<file path="src/rtl/exec_sequencer.sv">
// Multi-cycle execution sequencer: walks one step- or switch-sourced instruction
// through FETCH/DECODE/EXEC/WB/DONE and emits the per-phase enable strobes.
module exec_sequencer (
   input  logic        clk,
   input  logic        reset,
   input  logic        step_pulse,
   input  logic        ext_pulse,
   input  logic [11:0] ext_instr,
   input  logic [11:0] mem_instr,
   output logic        ir_load,
   output logic        ir_src_ext,
   output logic        dm_rd_en,
   output logic        dm_wr_en,
   output logic        rf_we_en,
   output logic        pc_inc,
   output logic        busy,
   output logic        done_pulse,
   output logic        dropped,
   output logic [2:0]  phase,
   output logic [7:0]  inst_count
);

   typedef enum logic [2:0] {
      S_IDLE   = 3'd0,
      S_FETCH  = 3'd1,
      S_DECODE = 3'd2,
      S_EXEC   = 3'd3,
      S_WB     = 3'd4,
      S_DONE   = 3'd5
   } state_t;

   typedef enum logic [1:0] {
      C_STORE = 2'b00,
      C_LOAD  = 2'b01,
      C_ALU   = 2'b10,
      C_NOP   = 2'b11
   } class_t;

   state_t      state_q, state_d;
   class_t      cls_q,   cls_d;
   logic        src_q,   src_d;
   logic        dropped_q, dropped_d;
   logic [7:0]  count_q, count_d;
   logic [11:0] sel_instr;

   always_ff @(posedge clk) begin
      if (reset) begin
         state_q   <= S_IDLE;
         cls_q     <= C_STORE;
         src_q     <= 1'b0;
         dropped_q <= 1'b0;
         count_q   <= '0;
      end else begin
         state_q   <= state_d;
         cls_q     <= cls_d;
         src_q     <= src_d;
         dropped_q <= dropped_d;
         count_q   <= count_d;
      end
   end

   assign sel_instr = src_q ? ext_instr : mem_instr;

   always_comb begin
      state_d   = state_q;
      cls_d     = cls_q;
      src_d     = src_q;
      dropped_d = dropped_q;
      count_d   = count_q;
      case (state_q)
         S_IDLE: begin
            // Step has priority; a simultaneous ext pulse is discarded and flagged.
            if (step_pulse) begin
               state_d = S_FETCH;
               src_d   = 1'b0;
               if (ext_pulse) dropped_d = 1'b1;
            end else if (ext_pulse) begin
               state_d = S_FETCH;
               src_d   = 1'b1;
            end
         end
         S_FETCH: begin
            cls_d   = class_t'(sel_instr[11:10]);
            state_d = S_DECODE;
         end
         S_DECODE: state_d = S_EXEC;
         S_EXEC:   state_d = (cls_q == C_LOAD || cls_q == C_ALU) ? S_WB : S_DONE;
         S_WB:     state_d = S_DONE;
         S_DONE: begin
            count_d = count_q + 8'd1;
            src_d   = 1'b0;
            state_d = S_IDLE;
         end
         default:  state_d = S_IDLE;
      endcase
      if (state_q != S_IDLE && (step_pulse || ext_pulse)) dropped_d = 1'b1;
   end

   always_comb begin
      ir_load    = 1'b0;
      dm_rd_en   = 1'b0;
      dm_wr_en   = 1'b0;
      rf_we_en   = 1'b0;
      pc_inc     = 1'b0;
      done_pulse = 1'b0;
      case (state_q)
         S_FETCH: ir_load = 1'b1;
         S_EXEC: begin
            dm_rd_en = (cls_q == C_LOAD);
            dm_wr_en = (cls_q == C_STORE);
         end
         S_WB:    rf_we_en = 1'b1;
         S_DONE: begin
            done_pulse = 1'b1;
            pc_inc     = ~src_q;
         end
         default: ;
      endcase
   end

   assign busy       = (state_q != S_IDLE);
   assign ir_src_ext = src_q;
   assign dropped    = dropped_q;
   assign phase      = state_q;
   assign inst_count = count_q;

endmodule

</file>
<file path="config.mk">
export PLATFORM = sky130hd
export DESIGN_NAME = exec_sequencer
export DESIGN_NICKNAME = d
export VERILOG_FILES = /design/src/rtl/exec_sequencer.sv
export SDC_FILE = /design/constraint.sdc
export NUM_CORES = 1
export LEC_CHECK = 0
export CORE_MARGIN = 2
export CORE_UTILIZATION = 35
export DETAILED_ROUTE_END_ITERATION = 6
export PLACE_DENSITY = 0.77
export SLEW_MARGIN = 20
export SYNTH_ARGS = -nofsm -noshare
export SYNTH_HDL_FRONTEND = slang
export SYNTH_SLANG_ARGS = --single-unit
</file>
<file path="constraint.sdc">
create_clock -name clk -period 1.6 [get_ports clk]
set_input_delay 0.16 -clock clk [delete_from_list [all_inputs] [get_ports clk]]
set_output_delay 0.16 -clock clk [all_outputs]
set_load 0.05 [all_outputs]
</file>
## Word-level counts from Yosys, hierarchy flattened

Index checks and enable logic that the tools add are counted.
W data, S select, Z words.

| word-level totals | value |
|---|---|
| flip-flop bits (word level) | 15 |
| input port bits | 28 |
| logic and storage cells | 44 |

| cells by class | value |
|---|---|
| add/sub/neg operators | 1 |
| equal/unequal tests | 8 |
| muxes and demuxes | 17 |
| bitwise gates (word level) | 1 |
| reductions and logical operators | 12 |

Operators by type and width:

| kind | number |
|---|---|
| $pmux W3 S5 | 1 |
| $mux W1 | 12 |
| $mux W12 | 1 |
| $add A8 B1 Y8 const B | 1 |
| $reduce_bool A2 Y1 | 4 |
| $eq A3 B2 Y1 const B | 2 |
| $eq A3 B3 Y1 const B | 2 |
| $mux W3 | 2 |
| $eq A3 B1 Y1 const B | 1 |
| $logic_not A3 Y1 | 1 |
| $ne A3 B3 Y1 const B | 1 |
| $reduce_and A3 Y1 | 1 |
| $reduce_bool A3 Y1 | 1 |
| $eq A2 B1 Y1 const B | 1 |
| $eq A2 B2 Y1 const B | 1 |
| $logic_not A2 Y1 | 1 |
| $logic_or A1 B1 Y1 | 2 |
| $pmux W1 S2 | 1 |
| $reduce_and A2 Y1 | 1 |
| $logic_and A1 B1 Y1 | 1 |
| $not A1 Y1 | 1 |

## Longest topological paths before layout

| depth | value |
|---|---|
| depth in word-level cells | 4 |
| mapped depth | 5 |

## Worst setup path before layout

Ideal clock, no wire load.

| timing | value |
|---|---|
| kind | reg-to-reg |
| start point | reg state_q[0], in the netlist phase[0] |
| end point | reg cls_q[0] |
| arrival | 2,513 ps |
| setup slack | -999 ps |
| stages on the path, launching flop included | 5 |
| period minus slack after synthesis | 2,599 ps |
| cell sequence | dfxtp_1 buf_6 nor3b_1 nor2_1 a211oi_1 |

| on the way | value |
|---|---|
| word-level cells in the longest chain between the ends | 1 |

RTL lines:

| what | RTL line | RTL |
|---|---|---|
| start: declaration | 39 | `state_t state_q, state_d;` |
| start signal: assignment | 54 | `state_q <= state_d;` |
| $eq A3 B1 Y1 | 70 | `case (state_q)` |
| end signal: assignment | 55 | `cls_q <= cls_d;` |
| end: declaration | 40 | `class_t cls_q, cls_d;` |

No other way between the ends.
A chain may end at the register's enable or synchronous reset.

## Final worst setup path

| timing | value |
|---|---|
| start point | reg state_q[0], in the netlist phase[0] |
| end point | out busy |

| on the way | value |
|---|---|
| word-level cells in the longest chain between the ends | 1 |

RTL lines:

| what | RTL line | RTL |
|---|---|---|
| $reduce_bool A3 Y1 | 121 | `assign busy = (state_q != S_IDLE);` |
| end: declaration | 16 | `output logic busy,` |

No other way between the ends.

==> flow_summary_export.csv <==
group,metric,value,unit
routing,ant_nets,0,
sta,transition_time_at_the_pin_with_the_least_slew_margin,0.455,ns
floorplanning,start_util,0.381,
layout,final_cell_count_no_fill,137,
sta,setup_violations,0,
status,run_status,"completed",
global_route,grt_max_degree,13,
placed_design,final_weighted_congestion_of_routability_driven_global_placement,0.748,
setup_path,setup.worst_path.class,"flop to output port",
setup_path,crit_buf_inv,2,
placed_design,hpwl,1.25,mm
layout,layout-drive-gt1-share,0.327,
run,maxCapViolations,0,
synthesis,netlist_area,763,um^2
synthesis,synth.yosys.warnings,0,
layout,area_growth_syn_to_layout,47.7,%
power_and_ir_drop,switching_power,0.523,mW
placed_design,place_inst,133,
routing,drc,0,
setup_path,critical_path.max_fanout,10,
synthesis,synth_nets,113,
sta,setup_slack,0.141,ns
global_route,antenna_found_initial,0,
synthesis,synth.lib_cells_used.distinct,31,
clock_network,post_cts_resize_count,0,
min_path,whs_path_depth,1,
setup_path,critPathRequiredTime,1.44,ns
global_route,grt_remaining_overflow,0,
global_route,grt_use_total,0.143,
floorplanning,dieHeight,50.7,um
global_route,grt_pass1_vias,612,
setup_path,worstReg2RegEnd,"inst_count[7]$_SDFFE_PP0P_",
synthesis,sequential_fraction_of_the_synthesis_area,0.393,
setup_path,cpLargestDelayFamily,"flip-flops",
power_and_ir_drop,max-vdd-ir-drop,493,uV
sta,layout_min_cycle_time,1.46,ns
sta,slew_viol_final,0,
sta,fin_setup_tns,0,ns
placed_design,port_buffers,27,
min_path,worstHoldEndpoint,"dropped$_SDFFE_PP0P_",
synthesis,synth_enable_flop_cells,0,
setup_path,worst_path_max_delay_cell,"sky130_fd_sc_hd__dfxtp_4",
routing,vias_per_cell,4.92,
clock_network,max-clock-path-buffers,2,
floorplanning,floorplan.rows,16,
clock_network,worst_setup_hold_path_clk_slew,0.08,ns
power_and_ir_drop,pint,0.755,mW
sta,hold_viol,0,
floorplanning,die_area,2570,um^2
setup_path,critical_path.max_stage_delay,0.41,ns
min_path,worst_hold_class,"flop to flop",
clock_network,clock_tree_from_tritoncts,"done",
sta,skew,0.00321,ns
setup_path,cells_on_worst_reg2reg_path,3,
synthesis,synth_top_flop_cell,"sky130_fd_sc_hd__dfxtp_1",
clock_network,h_tree_depth_reported_by_cts,1,
clock_network,numCtsBuffers,3,
routing,drt-total-wl,1.63,mm
setup_path,cp_cell_sequence,"nor3_4 -> clkinvlp_4 -> buf_4",
setup_path,regToRegSetupSlack,0.16,ns
layout,fillers,192,
layout,n_antenna_cell,0,
power_and_ir_drop,seq_power_share,0.405,
power_and_ir_drop,pwr_density_cell,1130,nW/um^2
power_and_ir_drop,share_comb_of_total_power,0.430,
sta,max_freq,685,MHz
setup_path,worst_setup_path_start_kind,"flop",
routing,drt_iter0_markers,13,
setup_path,cp-end-kind,"output port",
floorplanning,io_pins,48,
clock_network,cts_sinks,15,
setup_path,worstPathArrival,1.30,ns
synthesis,syn_inst,82,
routing,drt_pass1_iterations,4,
layout,nets,142,
floorplanning,dieWidth,50.7,um
clock_network,worstSkewPairLatency,0.28,ns
synthesis,ys_seq_elements,15,
global_route,grt_pass1_wl,2.79,mm
floorplanning,core_area,2000,um^2
routing,vias,674,
sta,fin_crit_sh,0.912,
routing,detail_route.wl_per_cell,11.9,um
clock_network,postCtsSetupBuffers,0,
power_and_ir_drop,cellLeakagePower,0.451,nW
clock_network,clk_root_buffer_cell,"sky130_fd_sc_hd__clkbuf_4",
min_path,hp-start,"dropped$_SDFFE_PP0P_",
sta,slew_headroom,0.695,
power_and_ir_drop,p_sw_frac,0.409,
sta,grt_setup_unrepaired,"no",
synthesis,synthesis.area_per_instance,9.31,um^2
power_and_ir_drop,power.clock.fraction,0.164,
synthesis,ys_async_sr_fraction,0,
setup_path,crit-reg2reg-launch,"phase[1]$_SDFFE_PP0P_",
clock_network,cts_hold_repair.buffers,0,
placed_design,pre_cts_slack,0.156,ns
## registers in the layout, summed over array words and instances, names as in the netlist
| signal | flops |
|---|---|
| ir_src_ext | 1 |
| cls_q | 2 |
| phase | 3 |
| inst_count | 8 |
| dropped | 1 |
## worst register-to-register path, delay by kind of cell (launching register included)
kind / cells / cell delay (ns)
DFF: 1 / 0.41
and+or+nand+nor: 2 / 0.56
muxes: 1 / 0.37
## cells in the final DEF, fill, tap and decap left out, types with 2 or more instances in the layout
cell type,instances
sky130_fd_sc_hd__buf_4,15
sky130_fd_sc_hd__dfxtp_1,12
sky130_fd_sc_hd__nor2_1,8
sky130_fd_sc_hd__clkdlybuf4s50_1,7
sky130_fd_sc_hd__a21oi_1,6
sky130_fd_sc_hd__buf_12,6
sky130_fd_sc_hd__inv_1,5
sky130_fd_sc_hd__nand2_1,5
sky130_fd_sc_hd__xnor2_1,3
sky130_fd_sc_hd__ha_1,3
sky130_fd_sc_hd__clkbuf_4,3
sky130_fd_sc_hd__dfxtp_4,3
sky130_fd_sc_hd__nor3b_4,2
sky130_fd_sc_hd__and2_1,2
sky130_fd_sc_hd__o21ba_2,2
sky130_fd_sc_hd__nor3_1,2
sky130_fd_sc_hd__mux2i_1,2
sky130_fd_sc_hd__a211oi_1,2
sky130_fd_sc_hd__o21ai_0,2
sky130_fd_sc_hd__or3_1,2
sky130_fd_sc_hd__o31ai_1,2
sky130_fd_sc_hd__or4_1,2
## synth_stat cells (all sizes together) (2+ instances only)
cell type | instances | area, um^2
a211oi | 2 | 15.0
and2 | 2 | 12.5
o31ai | 2 | 15.0
nor3 | 3 | 26.3
a21oi | 6 | 30.0
o21ai | 2 | 10.0
dfxtp | 15 | 300
mux2i | 2 | 20.0
buf | 3 | 33.8
ha | 3 | 37.5
inv | 6 | 22.5
o21ba | 2 | 20.0
or4 | 2 | 15.0
nor2 | 8 | 30.0
or3 | 2 | 12.5
nand2 | 5 | 18.8
nor3b | 2 | 15.0
xnor2 | 3 | 26.3
## power by group through the flow
| stage | combinational (mW) | sequential, mW | clock, mW |
|---|---|---|---|
| floorplan | 0.369 | 0.561 | 0 |
| CTS | 0.556 | 0.518 | 0.218 |
| finish | 0.550 | 0.518 | 0.210 |
| global route | 0.584 | 0.530 | 0.239 |
| global placement | 0.546 | 0.524 | 0 |
| detailed placement | 0.554 | 0.527 | 0 |
## layout make-up
cell class | count | area (um^2) | share of cell area
clock buffers | 4 | 26.3 | 0.0233
multi-input cells | 57 | 427 | 0.378
flip-flops and latches | 15 | 312 | 0.276
repair buffers | 28 | 303 | 0.269
well taps | 27 | 33.8 | 0.0300
inverters | 6 | 26.3 | 0.0233
## layer usage
layer,global-route usage,part of all wire,vias up
met5,0,0,-
met4,0.0676,0.017,0
met3,0.0298,0.051,5
met2,0.239,0.48,22
met1,0.175,0.46,302
li1,-,-,345
## cells by family (layout without fill, tap and decap cells)
group / Yosys count / after routing / synth area share
AND/OR/NAND/NOR: 30 / 30 / 0.239
AO/OA/AOI/OAI: 17 / 17 / 0.151
flip-flops: 15 / 15 / 0.393
buffers and inverters: 10 / 38 / 0.0787
adder cells (fa/ha/maj): 4 / 4 / 0.0623
XOR/XNOR: 3 / 3 / 0.0344
multiplexers: 3 / 3 / 0.0410
## worst max-delay path by stage
stage	from	end	slack, ns	depth (start not counted)
global placement	phase[1]$_SDFFE_PP0P_	inst_count[7]$_SDFFE_PP0P_	0.17	3
detailed placement	phase[1]$_SDFFE_PP0P_	inst_count[7]$_SDFFE_PP0P_	0.16	3
finish	phase[0]$_SDFFE_PP0P_	busy	0.14	3
global route	phase[0]$_SDFFE_PP0P_	busy	0.07	3
floorplan	phase[0]$_SDFFE_PP0P_	dropped$_SDFFE_PP0P_	-0.14	5
CTS	phase[0]$_SDFFE_PP0P_	dm_rd_en	0.13	4
## per-stage QoR
stage	area, um^2	utilization	power [mW]	hold slack [ns]
2_1_floorplan	806	-	0.930	0.250
3_3_place_gp	1100	0.550	1.07	0.471
3_5_place_dp	1100	0.550	1.08	0.475
4_1_cts	1130	0.563	1.29	0.495
5_1_grt	1130	0.563	1.35	0.516
6_report	1130	0.563	1.28	0.489
(Power assumes the default switching activity.)
